`src/rtl/roe_fetch.sv`:
```
// roe_fetch -- instruction fetch stage of the R.O.E core.
// Owns the program counter, drives the synchronous instruction memory address
// with the combinational next PC, and hands each 9-bit instruction plus a valid
// flag to the control decoder. Taken branches redirect through a loadable
// 16-entry target LUT with no bubble; a HALT word or running past the last
// memory word ends the program (the latter also raises err).
// Optional feature: define FETCH_PERF_EN to add the 16-bit saturating
// retired_cnt output.
module roe_fetch #(
  parameter int         PC_W       = 10,
  parameter int         IMEM_DEPTH = 1024,
  parameter logic [8:0] HALT_INSTR = 9'h1FF
) (
  input  logic            clk,
  input  logic            rst_n,
  input  logic            start,
  input  logic [PC_W-1:0] start_pc,
  input  logic            stall,
  input  logic            branch_taken,
  input  logic            lut_we,
  input  logic [3:0]      lut_waddr,
  input  logic [PC_W-1:0] lut_wdata,
  output logic [PC_W-1:0] imem_addr,
  input  logic [8:0]      imem_data,
  output logic [8:0]      instr,
  output logic            instr_valid,
  output logic [PC_W-1:0] pc,
  output logic            done,
  output logic            err
`ifdef FETCH_PERF_EN
  ,
  output logic [15:0]     retired_cnt
`endif
);

  localparam logic [1:0] S_IDLE = 2'd0;
  localparam logic [1:0] S_RUN  = 2'd1;
  localparam logic [1:0] S_DONE = 2'd2;

  localparam logic [PC_W-1:0] LAST_PC = PC_W'(IMEM_DEPTH - 1);

  logic [1:0]      state, state_nxt;
  logic [PC_W-1:0] pc_nxt;
  logic            done_nxt, err_nxt;
  logic [PC_W-1:0] lut [16];
  logic            is_halt;
  logic            at_last;
  logic            start_ok;

  // The memory returns the word for the PC registered last cycle, so while
  // running imem_data is the instruction at pc.
  assign instr_valid = (state == S_RUN);
  assign instr       = instr_valid ? imem_data : '0;
  assign is_halt     = (imem_data == HALT_INSTR);
  assign at_last     = (pc == LAST_PC);
  assign start_ok    = start && (state != S_RUN);

  // Next-state / next-PC selection; stall outranks halt, which outranks branch.
  always_comb begin
    // NOTE: every output of this block gets a default first so no latch is inferred.
    state_nxt = state;
    pc_nxt    = pc;
    done_nxt  = done;
    err_nxt   = err;
    if (state == S_RUN) begin
      if (!stall) begin
        if (is_halt) begin
          state_nxt = S_DONE;
          done_nxt  = 1'b1;
        end else if (branch_taken) begin
          // LUT read sees the registered array, so a same-cycle write is not visible.
          pc_nxt = lut[imem_data[3:0]];
        end else if (at_last) begin
          // Sequential advance past the last word ends the program; no wrap.
          state_nxt = S_DONE;
          done_nxt  = 1'b1;
          err_nxt   = 1'b1;
        end else begin
          pc_nxt = pc + PC_W'(1);
        end
      end
    end else if (start_ok) begin
      state_nxt = S_RUN;
      pc_nxt    = start_pc;
      done_nxt  = 1'b0;
      err_nxt   = 1'b0;
    end
  end

  // Memory address: next PC, except IDLE always presents start_pc (so the first
  // word is ready one cycle after start) and reset forces zero.
  always_comb begin
    if (!rst_n)              imem_addr = '0;
    else if (state == S_IDLE) imem_addr = start_pc;
    else                     imem_addr = pc_nxt;
  end

  // Control and PC registers.
  always_ff @(posedge clk or negedge rst_n) begin
    // NOTE: sequential state uses non-blocking assignments so every flop samples pre-edge values.
    if (!rst_n) begin
      state <= S_IDLE;
      pc    <= '0;
      done  <= 1'b0;
      err   <= 1'b0;
    end else begin
      state <= state_nxt;
      pc    <= pc_nxt;
      done  <= done_nxt;
      err   <= err_nxt;
    end
  end

  // Branch-target LUT: synchronous write in any state.
  always_ff @(posedge clk or negedge rst_n) begin
    // NOTE: this array is only 16 flop words and must read back 0 after reset, so it is reset explicitly.
    if (!rst_n) begin
      for (int i = 0; i < 16; i++) lut[i] <= '0;
    end else if (lut_we) begin
      lut[lut_waddr] <= lut_wdata;
    end
  end

`ifdef FETCH_PERF_EN
  // Retired-instruction counter: every non-stalled RUN cycle, saturating.
  always_ff @(posedge clk or negedge rst_n) begin
    if (!rst_n) begin
      retired_cnt <= '0;
    end else if (start_ok) begin
      retired_cnt <= '0;
    end else if (state == S_RUN && !stall && retired_cnt != 16'hFFFF) begin
      retired_cnt <= retired_cnt + 16'd1;
    end
  end
`endif

endmodule

```
`config.mk`:
```
export PLATFORM = sky130hd
export DESIGN_NAME = roe_fetch
export DESIGN_NICKNAME = d
export VERILOG_FILES = /design/src/rtl/roe_fetch.sv
export SDC_FILE = /design/constraint.sdc
export NUM_CORES = 1
export LEC_CHECK = 0
export CORE_MARGIN = 2
export CORE_UTILIZATION = 45
export CTS_CLUSTER_SIZE = 24
export DETAILED_ROUTE_END_ITERATION = 7
export PLACE_DENSITY = 0.76
export RECOVER_POWER = 25
export SETUP_SLACK_MARGIN = 0.05
export SYNTH_ARGS = -nofsm -noshare
export SYNTH_HDL_FRONTEND = slang
export SYNTH_SLANG_ARGS = --single-unit
```
`constraint.sdc`:
```
create_clock -name clk -period 2.2 [get_ports clk]
set_clock_uncertainty 0.1 [all_clocks]
set_input_delay 0.44 -clock clk [delete_from_list [all_inputs] [get_ports clk]]
set_output_delay 0.44 -clock clk [all_outputs]
set_load 0.05 [all_outputs]
```
== After elaboration in Yosys (flattened, before gate mapping) ==
Index checks and enable logic that the tools add are counted.
Storage, ports and cells
  bits of input ports: 39
  output and inout bits: 32
  word-level logic and storage cells: 72
  register bits after elaboration: 174
Cells by class
  equality and inequality tests: 10
  bitwise gates (word level): 2
  add/subtract/negate cells: 1
  reductions and logical operators: 6
  order comparisons: 3
  multiplexer cells: 30
Operators by type and width (number)
  $bwmux 160: 1
  $mux 10: 11
  $bmux 10 s4: 1
  $demux 10 s4: 1
  $mux 2: 6
  $add 10x1->10 const B: 1
  $eq 10x10->1 const B: 1
  $ge 5x5->1 const B: 2
  $not 4->5: 2
  $eq 9x9->1 const B: 1
  $mux 1: 9
  $mux 9: 1
  $ne 2x2->1 const B: 3
  $lt 5x1->1 const B: 1
  $reduce_and 5->1: 1
  $ne 2x1->1 const B: 2
  $reduce_and 4->1: 1
  $ne 3x1->1 const B: 1
  $ne 3x2->1 const B: 1
  $eq 2x1->1 const B: 1
  $logic_and 1x1->1: 2
  $logic_not 2->1: 1
  $reduce_bool 2->1: 1

== Logic depth before layout (Yosys ltp) ==
  depth in word-level cells: 10
  mapped depth: 9

== Worst setup path after synthesis ==
OpenSTA, ideal clock, no wires.
  kind: register to output
  from: register pc[0]
  to: output imem_addr[0]
  required time: 1.660 ns
  cell stages (with the launch flop): 7
  slack: -1.404 ns
  buffers on the path: 0
  arrival: 3.064 ns
  cell sequence: dfrtp_1 > ha_1 > and3_1 > nand3_1 > xnor2_1 > o211a_1 > o32ai_1
Between the ends
  longest elaborated chain between the ends: 8
  elaborated cells between the ends (all ways): 10
RTL lines
  start, declared: line 27  | output logic [PC_W-1:0] pc,
  start signal, assigned: line 108  | pc <= pc_nxt;
  $add 10x1->10 or $eq 10x10->1 (tied branches): line 79, 55
  $mux 10: line 73  | end else if (at_last) begin
  $mux 10: line 70  | end else if (branch_taken) begin
  $mux 10: line 67  | if (is_halt) begin
  $mux 10: line 66  | if (!stall) begin
  $mux 10 (*): line 65  | if (state == S_RUN) begin
  $mux 10 (*): line 94  | else if (state == S_IDLE) imem_addr = start_pc;
  $mux 10 (*): line 93  | if (!rst_n) imem_addr = '0;
  end, declared: line 23  | output logic [PC_W-1:0] imem_addr,
Every way passes the cells marked *; elsewhere a longest branch is shown, timed or not.

== Worst setup path after layout ==
  from: register lut[93] (netlist name)
  to: output imem_addr[3]
Between the ends
  longest elaborated chain between the ends: 9
RTL lines
  start, declared: line 45  | logic [PC_W-1:0] lut [16];
  start signal, assigned by index: line 120  | lut[lut_waddr] <= lut_wdata;
  $bmux 10 s4: line 72  | pc_nxt = lut[imem_data[3:0]];
  $mux 10 (not written as such) (2 in series): line 72
  $mux 10: line 70
  $mux 10: line 67
  $mux 10: line 66
  $mux 10: line 65
  $mux 10: line 94
  $mux 10: line 93
Every way passes these cells. The select of a mux whose other input is x is not followed.

==> results.cfg <==
[synthesis]
yosysTopAreaCell = dfrtp_1
synth_fp_nets = 685
synth-main-ff-cell = dfrtp_1
synthArstFlopShare_pct = 100
synth_top_area_share_pct = 50.0
yosysSeqAreaShare_pct = 50.0
synth_area_um2 = 8660
synth_area_per_cell_um2 = 13.4
ys_types = 57
syn-instance-count = 645
ys_top_cells_by_area = dfrtp_1 50%, mux2_2 22%, mux4_2 6.2%, mux2i_1 3.4%, mux4_1 1.8%
synth_seq_cells = 173
synth_edf_count = 0
yosysWarnings = 0

[sta]
hold_violations = 0
worst_pin_slew_ps = 1640
finalSetupViolations = 11
period_needed_ps = 3040
max_freq_ghz = 0.329
rsz0062_at_grt = yes
period_share_pct = 138
relSlewSlack_pct = -9.04
slew_viol_final = 31
fin_ws_ps = -841

[floorplanning]
row_count = 50
fp.dieH_um = 143
die_w_um = 143
ios = 71
die_area_um2 = 20400
start_util_pct = 46.2
core-area_um2 = 18800

[placement]
dpl_cell_area_um2 = 10800
io_buffers = 70
hpwl_um = 17600
gp_congestion = 0.900
dp_cells = 1018

[outcome]
violations = max-capacitance violations, max-slew violations, negative setup slack
status = finished with violations

[worst_setup_path]
worstPathRequired_ps = 1660
cp.arrival_ps = 2500
critPathCaptureType = output port
crit_type = reg2out
cp-start-kind = register
cp_max_fo = 2

[grt]
grt_pass1_vias = 6941
antenna_found_initial = 0
track_usage_pct = 26.6
grt_overflow = 0
grt_max_degree = 142
grt_pass1_wl_um = 40200

[routing]
ant_nets = 0
drc = 0
routed_via_density = 5.94
vias = 6388
drtIter0Drc = 435
first_pass_iters = 4
totalWireLength_um = 25700
avgRoutedWirePerCell_um = 23.9

[cts]
clock-sinks = 173
cts_root_buf = clkbuf_16
cts_tree = built
cts_buffers = 17
clk_pin_slew_ps = 60
clock_path_buffers = 2
clk_latency_ps = 430
h-tree-depth = 4

[final_layout]
fillers = 1370
post_route_cells_drive_above_1_share_pct = 55.9
multiInputGateArea_um2 = 4550
syn2layout_area_growth_pct = 39.2
nNetsFinal = 868
seq_area_um2 = 4340
antenna_cells = 0
final_cell_area_um2 = 12100
layoutNonFillerInstCount = 1075
fin_util_pct = 64.3

[power_and_ir_drop]
peakVddDrop_v = 0.000650
powerDensity_nw_per_um2 = 871
power.total_mw = 10.5
power.leakage_nw = 5.20

[run]
maxCapViolCount = 1

[worst_hold_path]
hold_class = reg2reg
## state kept, by name (all words and copies together), names as in the netlist
register,cells
lut,160
pc,10
state,2
err,1
## stage by stage
stage | setup slack [ps] | TNS (ps) | hold WS [ps]
after floorplan | -373 | -2960 | 44.4
after global placement | -968 | -12960 | 162
after detailed placement | -1020 | -13710 | 163
after CTS | -853 | -6400 | 21.3
after global routing | -935 | -12680 | 418
final | -841 | -6120 | 405
## cell type report
cell class | count | share of cell area [%]
flip-flops and latches | 173 | 36.0
inverters | 4 | 0.145
clock inverters | 12 | 1.71
well taps | 234 | 2.43
multi-input cells | 424 | 37.7
clock buffers | 20 | 3.87
repair buffers | 208 | 18.1
## cells by family (layout without fill, tap and decap cells)
logic type | count (synthesis) | count (layout) | share of synthesized area (%)
adders and majority gates | 1 | 1 | 0.144
and+or+nand+nor | 109 | 109 | 6.57
buffers and inverters | 48 | 244 | 3.00
xor gates and xnor gates | 1 | 1 | 0.101
AOI/OAI and AO/OA | 88 | 88 | 7.21
DFF | 173 | 173 | 50.0
muxes | 225 | 225 | 33.0
## placed cells by master, fill, tap and decap left out, types with 7 or more instances in the layout
| cell | synthesis | layout |
|---|---|---|
| mux4_2 | 24 | 28 |
| dlygate4sd2_1 | 0 | 9 |
| buf_6 | 3 | 10 |
| mux2_2 | 166 | 162 |
| a31oi_1 | 20 | 10 |
| dfrtp_1 | 173 | 164 |
| buf_4 | 2 | 116 |
| nor2_1 | 24 | 21 |
| nand4_1 | 7 | 7 |
| a31oi_4 | 0 | 8 |
| o21ai_0 | 15 | 12 |
| dfrtp_2 | 0 | 8 |
| clkbuf_16 | 0 | 17 |
| nand2_1 | 26 | 24 |
| buf_12 | 1 | 35 |
| clkdlybuf4s50_1 | 0 | 29 |
| a21oi_1 | 10 | 9 |
| and2_4 | 0 | 9 |
| mux2i_1 | 29 | 26 |
## metal layers
metal | vias to the layer above | routed length (µm) | track usage (%)
li1 | 2806 | - | -
met1 | 3324 | 10300 | 33.3
met2 | 205 | 13300 | 45.9
met3 | 53 | 1390 | 4.80
met4 | 0 | 771 | 10.4
met5 | - | 0 | 0
## cell usage after synthesis, drive strengths merged, types with 5 or more instances
cell	number
and3	7
o22a	5
and2	10
a31oi	20
mux2i	29
a21oi	11
buf	20
nand4	7
nand2	26
nand2b	8
o211ai	6
mux4	30
mux2	166
nand3	7
dfrtp	173
o21ai	16
nor2	24
clkbuf	24
## critical path, stage by stage, from the launching register on
cell	delay, ps
dfrtp_1	390
mux4_2	470
mux2i_2	230
buf_4	180
o2111ai_4	130
a221oi_2	290
buf_4	180
a211oi_4	40
buf_12	160
## report_power, final
part / internal (mW) / switching [mW]
clock: 2.12 / 1.28
sequential: 3.91 / 0.416
combinational: 1.51 / 1.29
## final timing paths
| kind | from | end | slack (ps) | cells past startpoint |
|---|---|---|---|---|
| max | lut[93] | imem_addr[3] | -840 | 8 |
| min in group asynchronous | rst_n | pc[6] | 690 | 2 |
| min | lut[57] | lut[57] | 410 | 1 |
| max reg2reg | lut[93] | pc[3] | 70 | 7 |
| min reg2reg | lut[57] | lut[57] | 410 | 1 |
| max in group asynchronous | rst_n | pc[0] | -40 | 2 |
## timing repair
action / in CTS / in global routing
gates cloned: 3 / 0
hold buffers: 1 / 0
buffers inserted: 19 / 4
endpoints found under the setup margin: 30 / 15
gates resized for setup: 78 / 13
endpoints found under the hold margin: 2 / 0
pin swaps: 31 / 15
Note: power is estimated with default switching activity, not from simulation.
==> RTL change 1 (same settings) <==
Set the parameter `PC_W` to 14 (it was 10).
--- a/src/rtl/roe_fetch.sv
+++ b/src/rtl/roe_fetch.sv
@@ -7,7 +7,7 @@
 // Optional feature: define FETCH_PERF_EN to add the 16-bit saturating
 // retired_cnt output.
 module roe_fetch #(
-  parameter int         PC_W       = 10,
+  parameter int         PC_W       = 14,
   parameter int         IMEM_DEPTH = 1024,
   parameter logic [8:0] HALT_INSTR = 9'h1FF
 ) (
Ports: changed (resized imem_addr, lut_wdata, pc and start_pc); port bits go from 71 to 87. The function was not compared with the original's and may differ.
==> RTL change 1 against the unedited design <==
The run ends with negative setup slack left; area after synthesis increased by 38%; largest cell class unchanged; count of clock-buffer cells in the layout rose by 15; sequential cell count rose by 68; routed wire length increased by 30%; setup slack got worse by 0.14 ns; sequential share of layout area is 1.3 points higher; maximum frequency is 4.5% lower; design area rose by 34%; core utilization down 2.1 points; total power grew 32%.
==> RTL change 1: results (changes against the unedited design) <==
Worst path slowest cell=or4_4; total track usage=23.6% (-2.9 points); vias in the first global route=9162 (+32%); Synth Net Count=938 (+37%); hold_sp=lut[143]; largest net degree at the start of global routing=108 (-24%); Crit Reg-Reg Endpoint=pc[5]; dpl cells=1391 (+37%); Hold Slack=0.399 ns (-0.00615 ns); flop-to-flop setup slack=0.05 ns (-0.02 ns); Max Root-Sink Buffers=3 (+1); Crit Path Max Fanout=3 (+1); Num CTS Buffers=25 (+8); RD Place Congestion=0.906 (+0.66%); sequential share of the synthesized area=50.4% (+0.42 points); Final Setup Violations=187 (+176); worst r2r src=pc[13]; Final Net Count=1160 (+34%); 1st-iter DRT viols=635 (+46%); Worst path max stage delay=0.58 ns (+0.11 ns); Place WS=-0.830 ns (+0.192 ns); average wire per standard cell=22.8 um (-4.7%); Netlist cell types=57 (unchanged); Synth top cells by count=mux2_2 (243), dfrtp_1 (241), clkbuf_1 (49), mux4_2 (45), nand2_1 (37); share of layout cells above drive strength 1=57.1% (+1.2 points); status=finished, violations left; drt first pass iters=5 (+1); sw frac=27.7% (-0.58 points); final setup margin=-0.985 ns (-0.143 ns); CP delay by family, top=compound AO/OA/AOI/OAI gates; Lkg Pwr=6.95 nW (+34%); routed vias=8642 (+35%); Hold Path Sink=lut[143]; global-route wire length before repair=52.0 mm (+29%); VDD IR max=807 uV (+24%); failing checks=negative setup slack; Top Registers=lut (224), pc (14), state (2); port bufs=86 (+23%); max-slew headroom at the worst pin=40.9% (+50 points); synthesized instance count=890 (+38%); H-tree depth=1 (-3); Post-DP HPWL=22.3 mm (+26%); top cells by area, synth=dfrtp_1 (50%), mux2_2 (23%), mux4_2 (8.5%); post-route non-filler standard cell count=1462 (+36%); initial antenna violation count=0 (unchanged); Clk Latency, worst-skew pair=0.52 ns (+0.09 ns)
## RTL change 1: how the worst max path moves through the flow
stage,startpoint,to,slack (ns),cells past startpoint
after global placement,imem_data[0],imem_addr[6],-0.83,8
after global routing,pc[0],imem_addr[12],-1.03,8
after CTS,pc[13],imem_addr[7],-0.96,7
final,pc[13],imem_addr[1],-0.98,6
after floorplan,pc[10],imem_addr[7],-0.54,6
after detailed placement,imem_data[0],imem_addr[6],-0.83,8
## RTL change 1: routing by layer
layer	part of all wire, %	global-route usage, %	routed length, um
met1	42	30.3	13900
met2	51	41.7	17000
met5	0	0	0
met3	4.6	2.92	1520
met4	2.8	7.83	924
## RTL change 1: cell type report
class / count / area [um^2]
repair buffers: 268 / 2690
multi-input cells: 570 / 6190
flip-flops and latches: 241 / 6050
clock buffers: 35 / 733
inverters: 6 / 25.0
well taps: 335 / 419
fillers: 1918 / 9850
clock inverters: 7 / 91.3
## RTL change 1: repair_timing
action,CTS,global route
resized for setup,57,44
endpoints found under the hold margin,22,0
setup buffers,14,16
hold buffers,2,0
pin swaps,23,30
setup endpoints to repair,30,191
## RTL change 1: power by group through the flow
stage                     sequential, mW  combinational (mW)  clock, mW
after CTS                           5.97                3.50       4.32
after global placement              5.97                3.30          0
after floorplan                     6.02                2.11          0
after detailed placement            6.03                3.39          0
after global routing                6.10                3.81       4.50
final                               5.98                3.59       4.26
## RTL change 1: metrics by stage
step                      util [%]  area (um^2)  TNS (ns)
after floorplan                  -        12400     -5.24
after global placement        57.2        14900    -14.65
after detailed placement      57.2        14900    -17.01
after CTS                     61.5        16000    -15.85
after global routing          62.2        16200    -86.96
final                         62.2        16200    -29.14
## RTL change 1: cell families (layout without fill, tap and decap cells)
| kind of cell | after synthesis | count (layout) | synth area share (%) |
|---|---|---|---|
| DFF | 241 | 241 | 50.4 |
| xor gates and xnor gates | 5 | 5 | 0.366 |
| AOI/OAI and AO/OA | 108 | 108 | 6.34 |
| adders and majority gates | 1 | 1 | 0.105 |
| buffers and inverters | 79 | 316 | 2.88 |
| and+or+nand+nor | 137 | 137 | 5.98 |
| muxes | 319 | 319 | 33.9 |
==> RTL change 2 (same settings) <==
Made on the original files. Register the output `err` once more, cleared by the reset; this adds one clock of latency there. The other outputs are not delayed to match.
--- a/src/rtl/roe_fetch.sv
+++ b/src/rtl/roe_fetch.sv
@@ -39,6 +39,8 @@
 
   localparam logic [PC_W-1:0] LAST_PC = PC_W'(IMEM_DEPTH - 1);
 
+  logic err_s0;
+
   logic [1:0]      state, state_nxt;
   logic [PC_W-1:0] pc_nxt;
   logic            done_nxt, err_nxt;
@@ -61,7 +63,7 @@
     state_nxt = state;
     pc_nxt    = pc;
     done_nxt  = done;
-    err_nxt   = err;
+    err_nxt   = err_s0;
     if (state == S_RUN) begin
       if (!stall) begin
         if (is_halt) begin
@@ -102,12 +104,12 @@
       state <= S_IDLE;
       pc    <= '0;
       done  <= 1'b0;
-      err   <= 1'b0;
+      err_s0 <= 1'b0;
     end else begin
       state <= state_nxt;
       pc    <= pc_nxt;
       done  <= done_nxt;
-      err   <= err_nxt;
+      err_s0 <= err_nxt;
     end
   end
 
@@ -134,5 +136,13 @@
   end
 `endif
 
+  always_ff @(posedge clk or negedge rst_n) begin
+    if (!rst_n) begin
+      err <= '0;
+    end else begin
+      err <= err_s0;
+    end
+  end
+
 endmodule
 
Behaviour: not the same (Yosys sat finds a counterexample within 4 cycles, from zero or initial values and one cycle with rst_n low).
==> RTL change 2 against the unedited design <==
The run ends with negative setup slack left; routed wire length fell by 5.1%; area after synthesis rose by 0.29%; total power fell by 5.3%; design area rose by 0.30%; synthesized cell count rose by 0.16%; register-to-register slack improved by 0.04 ns; setup slack improved by 0.12 ns; sequential cell count rose by 1.
==> RTL change 2: results (changes against the unedited design) <==
Compound-Gate Fraction of Synth Area=7.19% (-0.021 points); area share of xor/xnor cells in the synthesized design=0.101% (-0.00029 points); Synth top cells by count=dfrtp_1 (174), mux2_2 (166), mux2i_1 (29), nand2_1 (26); Synth Net Count=686 (+0.15%); synthesized instance count=646 (+0.16%); share of layout cells above drive strength 1=56.7% (+0.79 points); drt first pass iters=5 (+1); status=finished, violations left; Post-DP HPWL=16.9 mm (-4.0%); total track usage=24.8% (-1.7 points); Post-Synth Adder-Cell Area=0.144% (-0.00042 points); final setup margin=-0.724 ns (+0.117 ns); average wire per standard cell=21.9 um (-8.4%); top cells by area, synth=dfrtp_1 (50%), mux2_2 (22%), mux4_2 (6.2%); Final Setup Violations=10 (-1); share of the synthesized area in the top cell type=50.1% (+0.14 points); Final Net Count=881 (+1.5%); largest net degree at the start of global routing=165 (+16%); failing checks=negative setup slack; placed instance area=0.0109 mm^2 (+0.44%); Worst path max stage delay=0.51 ns (+0.04 ns); vias in the first global route=6968 (+0.39%); VDD IR max=588 uV (-9.5%); sequential share of the synthesized area=50.1% (+0.14 points); RD Place Congestion=0.884 (-1.8%); global-route wire length before repair=38.2 mm (-4.9%)
RTL change 2: changes by cell type in the layout (fill, tap and decap cells not counted), moves of 3 or more:
cell / change
dlygate4sd2_1: -4
clkinvlp_4: +3
buf_6: +5
bufinv_16: -4
dlymetal6s2s_1: +5
buf_4: +10
RTL change 2: repair_timing:
| item | in CTS | in global routing |
|---|---|---|
| resized for setup | 51 | 44 |
| buffers inserted | 25 | 12 |
| endpoints found under the setup margin | 29 | 13 |
| pin swaps | 27 | 22 |
| cloned | 0 | 1 |
| hold buffers | 1 | 0 |
| hold endpoints to repair | 10 | 0 |
RTL change 2: cell families after synthesis:
family | Yosys count
compound gates | 88
xor+xnor | 1
fa+ha+maj | 1
buf+inv | 48
flops | 174
mux | 225
simple gates | 109
RTL change 2: final timing paths:
kind	slack, ns	to	start	depth (start not counted)
max in group asynchronous	0.23	lut[32]	rst_n	2
min reg2reg	0.31	err	err_s0	0
min	0.31	err	err_s0	0
max reg2reg	0.11	pc[4]	lut[154]	8
min in group asynchronous	0.71	pc[6]	rst_n	2
max	-0.72	imem_addr[3]	lut[123]	7
RTL change 2: final cells by class:
cell class,count,area [um^2]
fillers,1342,6730
multi-input cells,424,4570
flip-flops and latches,174,4370
repair buffers,220,2250
clock buffers,19,443
well taps,260,325
clock inverters,13,130
inverters,4,17.5
RTL change 2: worst register-to-register path, stage by stage, from the launching register on:
cell and delay (ns):
dfrtp_1 0.38, mux4_2 0.50, mux2i_2 0.20, o2111ai_1 0.14, buf_4 0.16, o211ai_1 0.18, buf_4 0.18, buf_4 0.09
nand2_1 0.05
RTL change 2: power by group through the flow:
stage	logic, mW	registers (mW)	clock network, mW
after floorplan	1.49	4.35	0
after global placement	2.39	4.28	0
after detailed placement	2.48	4.36	0
after CTS	2.62	4.31	2.95
after global routing	2.87	4.40	3.13
final	2.71	4.32	2.92
RTL change 2: layer usage:
metal | vias up | wire, um | track usage, %
met4 | 0 | 576 | 9.12
met5 | - | 0 | 0
met2 | 190 | 12600 | 42.2
met3 | 45 | 1130 | 5.00
met1 | 3347 | 10100 | 31.6
li1 | 2839 | - | -
